### src/rtl/fetch_unit.sv
// Instruction-supply side of the PIC16C57 core: program counter, two-level
// return stack and instruction register, all advanced only on the Q4 edge.
module fetch_unit #(
   parameter int                  PC_WIDTH     = 11,
   parameter logic [PC_WIDTH-1:0] RESET_VECTOR = 11'h7FF,
   parameter logic [11:0]         NOP_WORD     = 12'h000
) (
   input  logic                clk,
   input  logic                rst,
   input  logic [1:0]          qPhase,
   input  logic                halt,
   input  logic [11:0]         pmData,
   input  logic [1:0]          pa,
   input  logic                skipReq,
   input  logic                pclWrite,
   input  logic [7:0]          pclData,
   output logic [PC_WIDTH-1:0] pmAddr,
   output logic [11:0]         instOut,
   output logic [7:0]          pclOut,
   output logic [PC_WIDTH-1:0] stackTop
);

   logic [PC_WIDTH-1:0] pc_q, pc_d;
   logic [PC_WIDTH-1:0] stack1_q, stack1_d;
   logic [PC_WIDTH-1:0] stack2_q, stack2_d;
   logic [11:0]         ir_q, ir_d;

   logic                is_goto, is_call, is_retlw, q4_step;
   logic [PC_WIDTH-1:0] pc_inc, goto_tgt, call_tgt, pcl_tgt;

   // Decode looks at the word executing now, not at the word being fetched.
   assign is_goto  = (ir_q[11:9] == 3'b101);
   assign is_call  = (ir_q[11:8] == 4'b1001);
   assign is_retlw = (ir_q[11:8] == 4'b1000);
   assign q4_step  = (qPhase == 2'd3) && !halt;

   assign pc_inc   = pc_q + PC_WIDTH'(1);
   assign goto_tgt = PC_WIDTH'({pa, ir_q[8:0]});
   assign call_tgt = PC_WIDTH'({pa, 1'b0, ir_q[7:0]});
   assign pcl_tgt  = PC_WIDTH'({pa, 1'b0, pclData});

   always_comb begin
      pc_d     = pc_q;
      ir_d     = ir_q;
      stack1_d = stack1_q;
      stack2_d = stack2_q;
      if (q4_step) begin
         // Any control transfer discards the prefetched word, giving a two-cycle branch.
         if (is_goto) begin
            pc_d = goto_tgt;
            ir_d = NOP_WORD;
         end else if (is_call) begin
            stack2_d = stack1_q;
            stack1_d = pc_q;
            pc_d     = call_tgt;
            ir_d     = NOP_WORD;
         end else if (is_retlw) begin
            pc_d     = stack1_q;
            stack1_d = stack2_q;
            ir_d     = NOP_WORD;
         end else if (pclWrite) begin
            pc_d = pcl_tgt;
            ir_d = NOP_WORD;
         end else if (skipReq) begin
            pc_d = pc_inc;
            ir_d = NOP_WORD;
         end else begin
            pc_d = pc_inc;
            ir_d = pmData;
         end
      end
   end

   always_ff @(posedge clk) begin
      if (rst) begin
         pc_q     <= RESET_VECTOR;
         ir_q     <= NOP_WORD;
         stack1_q <= '0;
         stack2_q <= '0;
      end else begin
         pc_q     <= pc_d;
         ir_q     <= ir_d;
         stack1_q <= stack1_d;
         stack2_q <= stack2_d;
      end
   end

   assign pmAddr   = pc_q;
   assign instOut  = ir_q;
   assign pclOut   = pc_q[7:0];
   assign stackTop = stack1_q;

endmodule

### config.mk
export PLATFORM = sky130hd
export DESIGN_NAME = fetch_unit
export DESIGN_NICKNAME = d
export VERILOG_FILES = /design/src/rtl/fetch_unit.sv
export SDC_FILE = /design/constraint.sdc
export NUM_CORES = 1
export LEC_CHECK = 0
export ABC_AREA = 1
export CORE_UTILIZATION = 27
export DETAILED_ROUTE_END_ITERATION = 6
export SYNTH_ARGS = -nofsm -noshare
export SYNTH_HDL_FRONTEND = slang
export SYNTH_SLANG_ARGS = --single-unit
export TNS_END_PERCENT = 5
### constraint.sdc
create_clock -name clk -period 4.05 [get_ports clk]
set_input_delay 0.405 -clock clk [delete_from_list [all_inputs] [get_ports clk]]
set_output_delay 0.405 -clock clk [all_outputs]
set_load 0.005 [all_outputs]
After elaboration in Yosys (flattened, before gate mapping)
Index checks and enable logic that the tools add are counted.
Operators by class
  $add $sub $neg: 1
  eq/ne operators: 4
  muxes and demuxes: 11
  bitwise logic cells: 1
  reduce and logical (&&, ||, !) cells: 5
Operators with widths (number)
  11-bit 2-to-1 mux: 6
  12-bit 2-to-1 mux: 5
  11-bit by 1-bit adder with 11-bit output, second input constant: 1
  4-bit == test, second input constant: 2
  3-bit AND reduction: 2
  3-bit == test, second input constant: 1
  2-bit == test, second input constant: 1
  2-bit nonzero test: 1
  1-bit logical AND: 1
  1-bit zero test: 1
  1-bit NOT: 1
Storage, ports and cells
  register bits: 45
  input port bits: 29

Logic depth before layout (Yosys ltp)
  depth after elaboration: 5
  gate-level depth with buffers: 11
  depth with buffers taken out: 11

Least setup slack after synthesis
OpenSTA, ideal clock, no wires.
  path type: flip-flop to flip-flop
  start point: register pc_q[0] (netlist: pmAddr[0])
  end point: register pc_q[6] (netlist: pmAddr[6])
  setup time: 0.115 ns
  arrival time: 1.268 ns
  required time: 3.935 ns
  path slack: 2.667 ns
  cell stages (with the launch flop): 10
  cell sequence: dfxtp_1 ha_1 nand2_1 nor2_1 xor2_1 nand2_1 nand2_1 nand2_1 nand2_1 nand2_1
On the way
  longest elaborated chain between the ends: 5
RTL lines
  start, declared: line 23  | logic [PC_WIDTH-1:0] pc_q, pc_d;
  start signal, assigned: line 81  | pc_q <= pc_d;
  11-bit by 1-bit adder with 11-bit output: line 37  | assign pc_inc = pc_q + PC_WIDTH'(1);
  11-bit 2-to-1 mux: line 61  | end else if (pclWrite) begin
  11-bit 2-to-1 mux: line 57  | end else if (is_retlw) begin
  11-bit 2-to-1 mux: line 52  | end else if (is_call) begin
  11-bit 2-to-1 mux: line 49  | if (is_goto) begin
No other way between the ends.
A chain may end at the register's enable or synchronous reset.

Final worst setup path
  start point: input qPhase[0]
  end point: register stack1_q[10] (netlist: stackTop[10])
On the way
  longest elaborated chain between the ends: 3
RTL lines
  start, declared: line 10  | input logic [1:0] qPhase,
  2-bit == test: line 35  | assign q4_step = (qPhase == 2'd3) && !halt;
  1-bit logical AND: line 35
  3-bit AND reduction (no source line)
  end signal, assigned: line 83  | stack1_q <= stack1_d;
  end, declared: line 24  | logic [PC_WIDTH-1:0] stack1_q, stack1_d;
No other way between the ends.

==> impl_metrics.json <==
{
  "cts.sinks": 45,
  "overflow": 0,
  "worstPathRequired_ns": 4.29,
  "ctsHoldBuffers": 0,
  "rows": 34,
  "p_leak_nw": 1.44,
  "relSlewSlack": 0.388,
  "synth-warning-count": 0,
  "whs_ns": 0.466,
  "htree_levels": 2,
  "rsz0062_at_grt": "false",
  "async_flop_share": 0,
  "synthAdderAreaFrac": 0.00517,
  "critical_path.max_stage_delay_ns": 0.45,
  "ys_types": 30,
  "clk_pin_slew_ns": 0.10,
  "postCtsSetupBuffers": 0,
  "grt_usage": 0.159,
  "synth_top_family_by_area": "simple AND/OR/NAND/NOR gates",
  "grt_max_degree": 35,
  "synth-xor-area-share": 0.00362,
  "drt_first_pass_iters": 4,
  "synth_top_cell_area_share": 0.372,
  "final_antenna_net_count": 0,
  "dieHeight_um": 96.6,
  "min_period_ns": 2.17,
  "tns_ns": 0,
  "syn_area_mm2": 0.00242,
  "ys_top_cells_by_area": "dfxtp_1 37%, nand2_1 11%, o21ai_0 9.9%",
  "drv_cap": 0,
  "drc_errors": 0,
  "grt_pass1_vias": 2405,
  "ir_drop_mv": 0.139,
  "setup_viol": 0,
  "ioPinCount": 71,
  "die_w_um": 96.6,
  "antenna_found_initial": 0,
  "dp_hpwl_um": 5360,
  "crit_type": "in2reg",
  "drive_gt1_frac": 0.0513,
  "clock_latency_ns": 0.31,
  "n_antenna_cell": 0,
  "clock_path_buffers": 2,
  "path_cells": "clkdlybuf4s50_1 -> nand2_1 -> nor2_2 -> nand3_2 -> inv_1 -> o21ai_0 -> a211oi_1",
  "synth_edf_count": 0,
  "fin_area_mm2": 0.00322,
  "cts_made_buffers": 5,
  "place_area_mm2": 0.00310,
  "yosys.area.top_type": "dfxtp_1",
  "core_area_mm2": 0.00868,
  "fin_crit_sh": 0.535,
  "cp-end-kind": "register",
  "critPathSlowestCell": "clkdlybuf4s50_1",
  "fmax_mhz": 461,
  "dieArea_mm2": 0.00934,
  "wl_per_cell_um": 14.0,
  "cts-resized-gates": 0,
  "io_buffers": 70,
  "worstSetupStartpointType": "input pin",
  "critPathMaxFanout": 15,
  "via_per_inst": 4.97,
  "dr_total_vias": 2569,
  "syn_inst": 355,
  "status": "finished clean",
  "hold_viol_final": 0,
  "initial_core_util": 0.279,
  "areaGrowthSynthToFinish_pct": 33.0,
  "syn_avg_cell_area_um2": 6.81,
  "synthFlopType": "dfxtp_1",
  "powerDensity_mw_per_mm2": 315,
  "grt_pass1_wl_um": 12000,
  "yosysSeqAreaShare": 0.372,
  "hold_class": "reg2reg",
  "final_nets": 438,
  "clock-skew-final_ns": 0.0134,
  "syn_nets": 385,
  "synth_compound_area_frac": 0.222,
  "worstMarginPinSlew_ns": 0.917,
  "cts_root_buf": "clkbuf_8",
  "synthMuxAreaShare": 0,
  "ys_seq_elements": 45,
  "wl_um": 7260,
  "cp.arrival_ns": 2.41,
  "yosysMostFrequentCell": "nand2_1",
  "synthSimpleGateAreaFrac": 0.290,
  "gp_congestion": 0.842,
  "cts_tree": "built",
  "drt_iter0_drc": 221,
  "yosys-top-cells-count": "69 x nand2_1, 53 x nor2_1, 48 x o21ai_0, 45 x dfxtp_1, 39 x a21oi_1",
  "report.final.slew_viol_count": 0
}
[state kept, by name (all words and copies together) (netlist names)]
name and cells:
stackTop 11, pmAddr 11, stack2_q 11, instOut 12
[layout by cell type, fill, tap and decap left out, drive strengths merged]
cell type,count
inv,25
a21oi,39
o21a,1
buf,1
clkinv,1
dfxtp,45
nand3b,2
a211oi,2
clkdlybuf4s50,70
ha,1
clkbuf,5
clkinvlp,1
nand4,1
o21ai,49
nand2,70
nand3,26
or2,1
nor2,57
o211ai,9
xor2,1
o22ai,1
bufinv,1
[cell type report]
cell class	instances	area, µm²
flip-flops and latches	45	901
fillers	949	5460
repair buffers	71	708
multi-input cells	260	1260
well taps	108	135
clock buffers	5	68.8
clock inverters	3	46.3
inverters	25	96.3
[per-stage QoR]
stage	setup WS, ns	utilization	cells	total power, W
after detailed placement	1.56	0.357	509	0.000663
after CTS	1.91	0.371	517	0.00102
after global routing	1.64	0.371	517	0.00106
after global placement	1.64	0.357	509	0.000660
after floorplan	2.67	-	355	0.000582
final	1.88	0.371	517	0.00101
[worst max-delay path, delay by kind of cell]
family | cells | cell delay, ns
compound gates | 2 | 0.33
buf+inv | 2 | 0.81
simple gates | 3 | 0.86
[cell families (layout without fill, tap and decap cells)]
group,after synthesis,count (layout)
AND/OR/NAND/NOR,157,157
AO/OA/AOI/OAI,101,101
buffers and inverters,50,104
flip-flops,45,45
adder cells (fa/ha/maj),1,1
XOR/XNOR,1,1
[power breakdown]
| part | switching, W | total, W | internal, W |
|---|---|---|---|
| sequential | 0.0000195 | 0.000475 | 0.000455 |
| combinational | 0.0000901 | 0.000178 | 0.0000874 |
| clock | 0.000175 | 0.000360 | 0.000185 |
| total | 0.000284 | 0.00101 | 0.000727 |
[routing by layer]
layer | share of wire | track usage | wire length [µm] | vias up
met5 | 0 | 0 | 0 | -
met4 | 0.0087 | 0.0494 | 63 | 0
met3 | 0.073 | 0.0397 | 532 | 6
met2 | 0.46 | 0.256 | 3340 | 87
met1 | 0.46 | 0.209 | 3330 | 1197
li1 | - | - | - | 1279
[worst paths after layout]
path	slack, ns	depth (start not counted)	endpoint	from
hold / removal	0.47	2	stack2_q[1]$_SDFFE_PP0P_	stack2_q[1]$_SDFFE_PP0P_
hold reg to reg	0.47	2	stack2_q[1]$_SDFFE_PP0P_	stack2_q[1]$_SDFFE_PP0P_
setup / recovery	1.88	7	stackTop[10]$_SDFFE_PP0P_	qPhase[0]
setup reg to reg	2.36	9	pmAddr[6]$_SDFFE_PP1P_	pmAddr[0]$_SDFFE_PP1P_
No activity file was read; power rests on OpenSTA's default activity.
